### src/rtl/lieat_icache_axi_slave.sv
// Cache-line refill slave: takes one AXI-style read address from the icache and returns
// BEATS 64-bit beats fetched one by one from a simple in-order backing memory.
module lieat_icache_axi_slave #(
    parameter int unsigned XLEN  = 32,
    parameter int unsigned BEATS = 4
) (
    input  logic            clock,
    input  logic            reset,
    input  logic            icache_axi_arvalid,
    output logic            icache_axi_arready,
    input  logic [XLEN-1:0] icache_axi_araddr,
    output logic            icache_axi_rvalid,
    input  logic            icache_axi_rready,
    output logic [63:0]     icache_axi_rdata,
    output logic            mem_rd_valid,
    input  logic            mem_rd_ready,
    output logic [XLEN-1:0] mem_rd_addr,
    input  logic            mem_rsp_valid,
    input  logic [63:0]     mem_rsp_data
);
    localparam int unsigned     CntW     = $clog2(BEATS) + 1;
    localparam logic [XLEN-1:0] OffMask  = XLEN'(BEATS * 8 - 1);
    localparam logic [CntW-1:0] NumBeats = CntW'(BEATS);
    localparam logic [CntW-1:0] LastBeat = CntW'(BEATS - 1);

    typedef enum logic [0:0] {StIdle, StBurst} state_e;

    state_e          state_q, state_d;
    logic [XLEN-1:0] base_q, base_d;
    logic [CntW-1:0] issue_cnt_q, issue_cnt_d;
    logic [CntW-1:0] ret_cnt_q, ret_cnt_d;
    logic [1:0]      outstanding_q, outstanding_d;
    logic [1:0]      fifo_cnt_q, fifo_cnt_d;
    logic [63:0]     fifo_q [2];
    logic            wr_ptr_q, rd_ptr_q;

    logic       ar_fire, req_fire, rsp_ok, rsp_dec, push, pop;
    logic [2:0] credit_used;

    always_comb begin
        icache_axi_arready = (state_q == StIdle) && !reset;
        icache_axi_rvalid  = (fifo_cnt_q != 2'd0);
        icache_axi_rdata   = fifo_q[rd_ptr_q];
        pop                = icache_axi_rvalid && icache_axi_rready;
        // An entry leaving the FIFO this cycle frees its credit at once, so a one-cycle
        // memory can stream a beat every cycle.
        credit_used  = {1'b0, fifo_cnt_q} - {2'b00, pop} + {1'b0, outstanding_q};
        mem_rd_valid = (state_q == StBurst) && (issue_cnt_q < NumBeats) && (credit_used < 3'd2);
        mem_rd_addr  = base_q + XLEN'({issue_cnt_q, 3'b000});
        ar_fire      = icache_axi_arvalid && icache_axi_arready;
        req_fire     = mem_rd_valid && mem_rd_ready;
        rsp_ok       = mem_rsp_valid && (state_q == StBurst);
        rsp_dec      = rsp_ok && (outstanding_q != 2'd0);
        push         = rsp_ok && ((fifo_cnt_q != 2'd2) || pop);
    end

    always_comb begin
        state_d       = state_q;
        base_d        = base_q;
        issue_cnt_d   = issue_cnt_q;
        ret_cnt_d     = ret_cnt_q;
        outstanding_d = outstanding_q;
        fifo_cnt_d    = fifo_cnt_q + {1'b0, push} - {1'b0, pop};
        unique case (state_q)
            StIdle: begin
                if (ar_fire) begin
                    state_d       = StBurst;
                    base_d        = icache_axi_araddr & ~OffMask;
                    issue_cnt_d   = '0;
                    ret_cnt_d     = '0;
                    outstanding_d = '0;
                end
            end
            StBurst: begin
                if (req_fire) begin
                    issue_cnt_d = issue_cnt_q + 1'b1;
                end
                case ({req_fire, rsp_dec})
                    2'b10:   outstanding_d = outstanding_q + 2'd1;
                    2'b01:   outstanding_d = outstanding_q - 2'd1;
                    default: outstanding_d = outstanding_q;
                endcase
                if (pop) begin
                    ret_cnt_d = ret_cnt_q + 1'b1;
                    if (ret_cnt_q == LastBeat) begin
                        state_d = StIdle;
                    end
                end
            end
            default: state_d = StIdle;
        endcase
    end

    always_ff @(posedge clock or posedge reset) begin
        if (reset) begin
            state_q       <= StIdle;
            base_q        <= '0;
            issue_cnt_q   <= '0;
            ret_cnt_q     <= '0;
            outstanding_q <= '0;
            fifo_cnt_q    <= '0;
            fifo_q[0]     <= '0;
            fifo_q[1]     <= '0;
            wr_ptr_q      <= 1'b0;
            rd_ptr_q      <= 1'b0;
        end else begin
            state_q       <= state_d;
            base_q        <= base_d;
            issue_cnt_q   <= issue_cnt_d;
            ret_cnt_q     <= ret_cnt_d;
            outstanding_q <= outstanding_d;
            fifo_cnt_q    <= fifo_cnt_d;
            if (push) begin
                fifo_q[wr_ptr_q] <= mem_rsp_data;
                wr_ptr_q         <= ~wr_ptr_q;
            end
            if (pop) begin
                rd_ptr_q <= ~rd_ptr_q;
            end
        end
    end

endmodule

### config.mk
export PLATFORM = sky130hd
export DESIGN_NAME = lieat_icache_axi_slave
export DESIGN_NICKNAME = d
export VERILOG_FILES = /design/src/rtl/lieat_icache_axi_slave.sv
export SDC_FILE = /design/constraint.sdc
export NUM_CORES = 1
export LEC_CHECK = 0
export CAP_MARGIN = 15
export CORE_MARGIN = 5
export CORE_UTILIZATION = 24
export DETAILED_ROUTE_END_ITERATION = 6
export GPL_TIMING_DRIVEN = 0
export PLACE_DENSITY = 0.53
export SYNTH_ARGS = -nofsm -noshare
export SYNTH_HDL_FRONTEND = slang
export SYNTH_SLANG_ARGS = --single-unit
### constraint.sdc
create_clock -name clock -period 12.75 [get_ports clock]
set_clock_uncertainty 0.15 [all_clocks]
set_input_delay 2.55 -clock clock [delete_from_list [all_inputs] [get_ports clock]]
set_output_delay 2.55 -clock clock [all_outputs]
set_load 0.01 [all_outputs]
# Word-level counts from Yosys, hierarchy flattened
# Cells that the tools add are included.
[word_totals]
reg_bits = 168
input_bits = 102
out_inout_bits = 99
elab_cells = 73
[op_classes]
n_addsub = 9
magnitude_cmp = 5
eq_ne = 8
mux = 18
n_bitwise = 5
n_reduce_logical = 18
[op_table]
columns = ["op", "n"]
rows = [
  ["2-to-1 mux 64 bit", 4],
  ["bitwise mux 128 bit", 1],
  ["demux 64 bit (select 1 bit)", 1],
  ["adder 32 x 6 -> 32 bit", 1],
  ["case mux 3 bit (2 select lines)", 2],
  ["logical AND 1 bit", 10],
  ["2-to-1 mux 3 bit", 3],
  ["case mux 2 bit (2 select lines)", 2],
  ["AND reduction 2 bit", 4],
  ["adder 3 x 1 -> 3 bit, second input constant", 2],
  ["greater-or-equal comparator 2 bit, second input constant", 2],
  ["inequality test 2 x 1 -> 1 bit, second input constant", 2],
  ["inequality test 2 bit, second input constant", 2],
  ["inverter 1 -> 2 bit", 2],
  ["nonzero test 2 bit", 2],
  ["adder 3 x 2 -> 3 bit", 1],
  ["equality test 3 x 2 -> 1 bit, second input constant", 1],
  ["less-than comparator 3 x 2 -> 1 bit, second input constant", 1],
  ["less-than comparator 3 bit, second input constant", 1],
  ["2-to-1 mux 1 bit", 3],
  ["inequality test 3 x 1 -> 1 bit, second input constant", 1],
  ["inverter 1 bit", 3],
  ["subtractor 2 x 1 -> 3 bit", 1],
  ["adder 2 x 1 -> 2 bit", 1],
  ["10 further kinds", 10],
]

# Depth between registers and ports, before layout
# Gate-level depths: netlist of the first run.
[logic_depth]
depth_word = 10
ltp_mapped = 9
mapped_depth_nobuf = 8

# Least setup slack after synthesis of the first run
# Ideal clock, no wire load.
[synth_path]
kind = "input-to-output"
startpoint = "in icache_axi_rready"
endpoint = "out mem_rd_valid"
arrival_time_ps = 3843
required_ps = 10050
slack_ps = 6207
path_stages = 5
path_buffers = 0
cell_sequence = "nor3b_1 o21ai_0 fa_1 xor2_1 and4b_1"
[synth_via]
elab_chain_len = 5
[synth_rtl]
columns = ["item", "line", "rtl"]
rows = [
  ["start, declared", "13", "input logic icache_axi_rready,"],
  ["logical AND 1 bit", "44", "pop = icache_axi_rvalid && icache_axi_rready;"],
  ["subtractor 2 x 1 -> 3 bit", "47", "credit_used = {1'b0, fifo_cnt_q} - {2'b00, pop} + {1'b0, outstanding_q};"],
  ["adder 3 x 2 -> 3 bit", "47", ""],
  ["less-than comparator 3 x 2 -> 1 bit", "48", "mem_rd_valid = (state_q == StBurst) && (issue_cnt_q < NumBeats) && (credit_used < 3'd2);"],
  ["logical AND 1 bit", "48", ""],
  ["end, declared", "15", "output logic mem_rd_valid,"],
]
# No other way between the ends.

# Final worst setup path of the first run
# Same ends and word-level chain as after synthesis.

==> summary.md, run 1 <==
* category of the critical setup timing path: in -> out
* Cell variety after synth: 41
* total area of sequential cells: 4200 sq um
* final count of negative-setup-slack endpoints: 0
* Final Max Tran Viols: 0
* width of the chip: 194 um
* hold crit path type: reg -> reg
* combinational family with the most area after synthesis: multiplexers
* Worst Setup Start Kind: input pin
* Syn-to-layout area delta: 39.2%
* commonest non-fill, non-tap cell in the layout: clkdlybuf4s50_1
* Routed Antenna Nets: 0
* buffer cell driving the clock tree root: clkbuf_16
* net count of the finished layout: 933
* Syn Std Cell Area: 8140 sq um
* max frequency: 128 MHz
* share of layout cells above drive strength 1: 30.1%
* Maximum Capacitance Violations: 0
* maximum vdd drop: 108 uV
* library cell occupying the most area in the post-synthesis netlist: dfrtp_1
* number of clock sinks: 168
* adder-cell share of the synthesized area: 1.48%
* post-DR wirelength/cell: 16.5 um
* compound-cell area share of the yosys netlist: 1.57%
* synth warn: 0
* worst path required time: 10.05 ns
* share of the synthesized area in the top cell type: 51.6%
* aggregate negative setup slack: 0 ns
* final global-route overflow total: 0
* wire length of the first global-routing pass: 33700 um
* multi-input logic area: 3610 sq um
* clock slew seen by the registers of the worst setup and hold paths: 0.07 ns
* slew at the pin closest to its max-slew limit: 0.846 ns
* TritonCTS clock tree: done
* number of CTS-inserted buffers: 17
* quantity of hold-fixing buffers added after cts: 0
* Internal Dissipation: 0.00209 W
* most frequent cells in the layout: clkdlybuf4s50_1, dfrtp_1, mux2_2, nand2_1, mux2_4
* deepest clock path buffer count: 2
* crit share post-route: 61.1%
* initial DRC count: 198
* filler cell count: 3339
* total power per unit cell area: 272 nW/um^2
* number of DRC violations after detailed routing: 0
* number of setup buffers added after CTS: 0
* portion of netlist area occupied by mux cells: 29.5%
* Post-Syn Area per Cell: 13.4 sq um
* maximum number of pins on one net before global-route repair: 114
* post-route total power: 0.00308 W
* post-synthesis share of cell area spent on xor and xnor gates: 3.34%
* vias in the first global route: 5653
* total wire length: 21200 um
* initial antenna violation count: 1
* # port buffers: 192
* number of rows in the core area: 67
* fraction of the mapped netlist area in simple logic gates: 8.32%
* core footprint: 33500 sq um
* unrepaired setup endpoints after global routing: false
* ranking of synthesized cells by area: dfrtp_1, mux2_2, mux2_4
* routability congestion estimate: 0.798
* Comb pwr share: 48.8%
* I/O pin cnt: 201
* part of the total power dissipated in the clock network: 19.4%
* static leakage: 4.90 nW
* final critical path time including I/O delays and setup: 7.79 ns
* die height: 194 um
* share of synthesized flip-flops with an asynchronous set or reset: 100%
* FF+latch count, synth: 168
* kind of end point of the critical path: primary output
* count of flip-flops with a built-in enable after synthesis: 0
* DIE AREA: 37700 sq um
* Cells after Synth: 608
* data arrival at the endpoint of the critical path: 5.09 ns
* placed instance area: 10700 sq um
* drt via density: 4.15
* number of iterations in the first detailed-routing pass: 6
* count of cells resized by post-cts repair: 0
* Slew Limit Headroom: 43.1%
* Net Sw Power: 0.000992 W
* overall global routing resource usage: 11.4%
* portion of total power attributed to sequential cells: 31.9%
* Final HPWL DP: 15000 um
* fraction of power spent switching nets: 32.2%
* number of endpoints with negative hold slack in the final report: 0
* starting density of the core: 24.3%
* run status: finished, final reports clean
* count of vias placed by the detailed router: 5330
* post-route cell area: 11300 sq um
* sequential area share after synthesis: 51.6%
* number of levels the H-tree was split into: 4
* maximum net fanout on the critical path: 4
* Post-synth top flop: dfrtp_1
* worst-skew pair later-pin latency: 0.44 ns
## path summary, 6_finish.rpt
kind	startpoint	to	slack [ns]	depth (start not counted)
setup / recovery	icache_axi_rready	mem_rd_valid	4.96	7
hold / removal	base_q[5]$_DFFE_PP0P_	base_q[5]$_DFFE_PP0P_	0.34	2
setup reg to reg	fifo_cnt_q[1]$_DFF_PP0_	issue_cnt_q[0]$_DFFE_PP0P_	9.95	9
hold reg to reg	base_q[5]$_DFFE_PP0P_	base_q[5]$_DFFE_PP0P_	0.34	2
max in group asynchronous	reset	fifo_q[115]$_DFFE_PP0P_	9.06	3
min in group asynchronous	reset	base_q[10]$_DFFE_PP0P_	2.44	2
## routing by layer
layer  up-vias  GRT usage, %  wire length, um
met5         -             0                0
met4         0          3.80              232
met3        14          3.15              832
met2       113          17.8            10000
met1      2666          15.5            10100
li1       2537             -                -
## cell families after synthesis
family	count (synthesis)
XOR/XNOR	31
adder cells (fa/ha/maj)	9
AO/OA/AOI/OAI	16
other	1
buffers and inverters	44
multiplexers	193
flip-flops	168
AND/OR/NAND/NOR	146
## cells in the mapped netlist (6+ instances only)
library cell,number
buf_12,6
buf_4,6
buf_6,7
clkbuf_1,15
dfrtp_1,168
ha_1,8
inv_1,9
mux2_2,133
mux2_4,60
nand2_1,93
nand3_1,14
nand4_1,11
nor2_1,6
xnor2_1,22
xor2_1,9
## power by group through the flow
| stage | Combinational (W) | Sequential, W | Clock (W) |
|---|---|---|---|
| 2_1_floorplan | 0.000916 | 0.000940 | 0 |
| 4_1_cts | 0.00154 | 0.000982 | 0.000622 |
| 3_3_place_gp | 0.00152 | 0.000984 | 0 |
| 3_5_place_dp | 0.00153 | 0.000986 | 0 |
| 6_report | 0.00150 | 0.000983 | 0.000597 |
| 5_1_grt | 0.00162 | 0.00102 | 0.000646 |
## cell type report
cell class              count  share of cell area, %
clock inverters            15                   2.10
inverters                  10                  0.398
diodes                      1                 0.0221
plain buffers              34                   2.65
well taps                 448                   4.95
repair buffers            193                   17.2
multi-input cells         398                   31.8
flip-flops and latches    168                   37.1
clock buffers              17                   3.75
## worst max-delay path, cell delays in order
cell             delay [ns]
clkdlybuf4s50_1        0.56
nor3b_1                0.34
o21ai_0                0.17
fa_1                   0.39
xor2_1                 0.26
and4b_1                0.27
clkdlybuf4s50_1        0.55
## state kept, by name, indices dropped and copies added (netlist names)
signal         flops
base_q            27
fifo_cnt_q         2
fifo_q           128
issue_cnt_q        3
outstanding_q      2
rd_ptr_q           1
ret_cnt_q          3
state_q            1
wr_ptr_q           1
## metrics by stage
step	cells	hold slack, ns	setup WS [ns]	util, %
global route	1284	0.366	4.84	33.8
detailed placement	1251	0.322	4.94	31.8
finish	1284	0.336	4.96	33.8
floorplan	610	0.302	5.50	-
global placement	1250	0.323	2.53	31.7
CTS	1283	0.342	4.92	33.8
No activity file was read; power rests on OpenSTA's default activity.
==> run 2: changes to the inputs <==
- clock period: 12.75 -> 7.7 ns (I/O delays scaled with it)
==> results of run 2 <==
Same layout as run 1 (identical final DEF). Status: finished, final reports clean.
Main changes from that run: setup slack after placement 4.94 ns -> 1.91 ns; setup slack after layout 4.96 ns -> 1.93 ns; register-to-register setup slack 9.95 ns -> 4.90 ns; total power 0.00308 W -> 0.00510 W; worst IR drop on VDD 108 uV -> 178 uV
==> run 3: changes to the inputs <==
- clock period: 7.7 -> 5.98 ns (I/O delays scaled with it)
==> results of run 3 <==
Same layout as run 1 (identical final DEF). Status: finished, final reports clean.
Main changes from that run: setup slack after placement 4.94 ns -> 0.875 ns; setup slack after layout 4.96 ns -> 0.894 ns; register-to-register setup slack 9.95 ns -> 3.18 ns; total power 0.00308 W -> 0.00657 W; worst IR drop on VDD 108 uV -> 229 uV
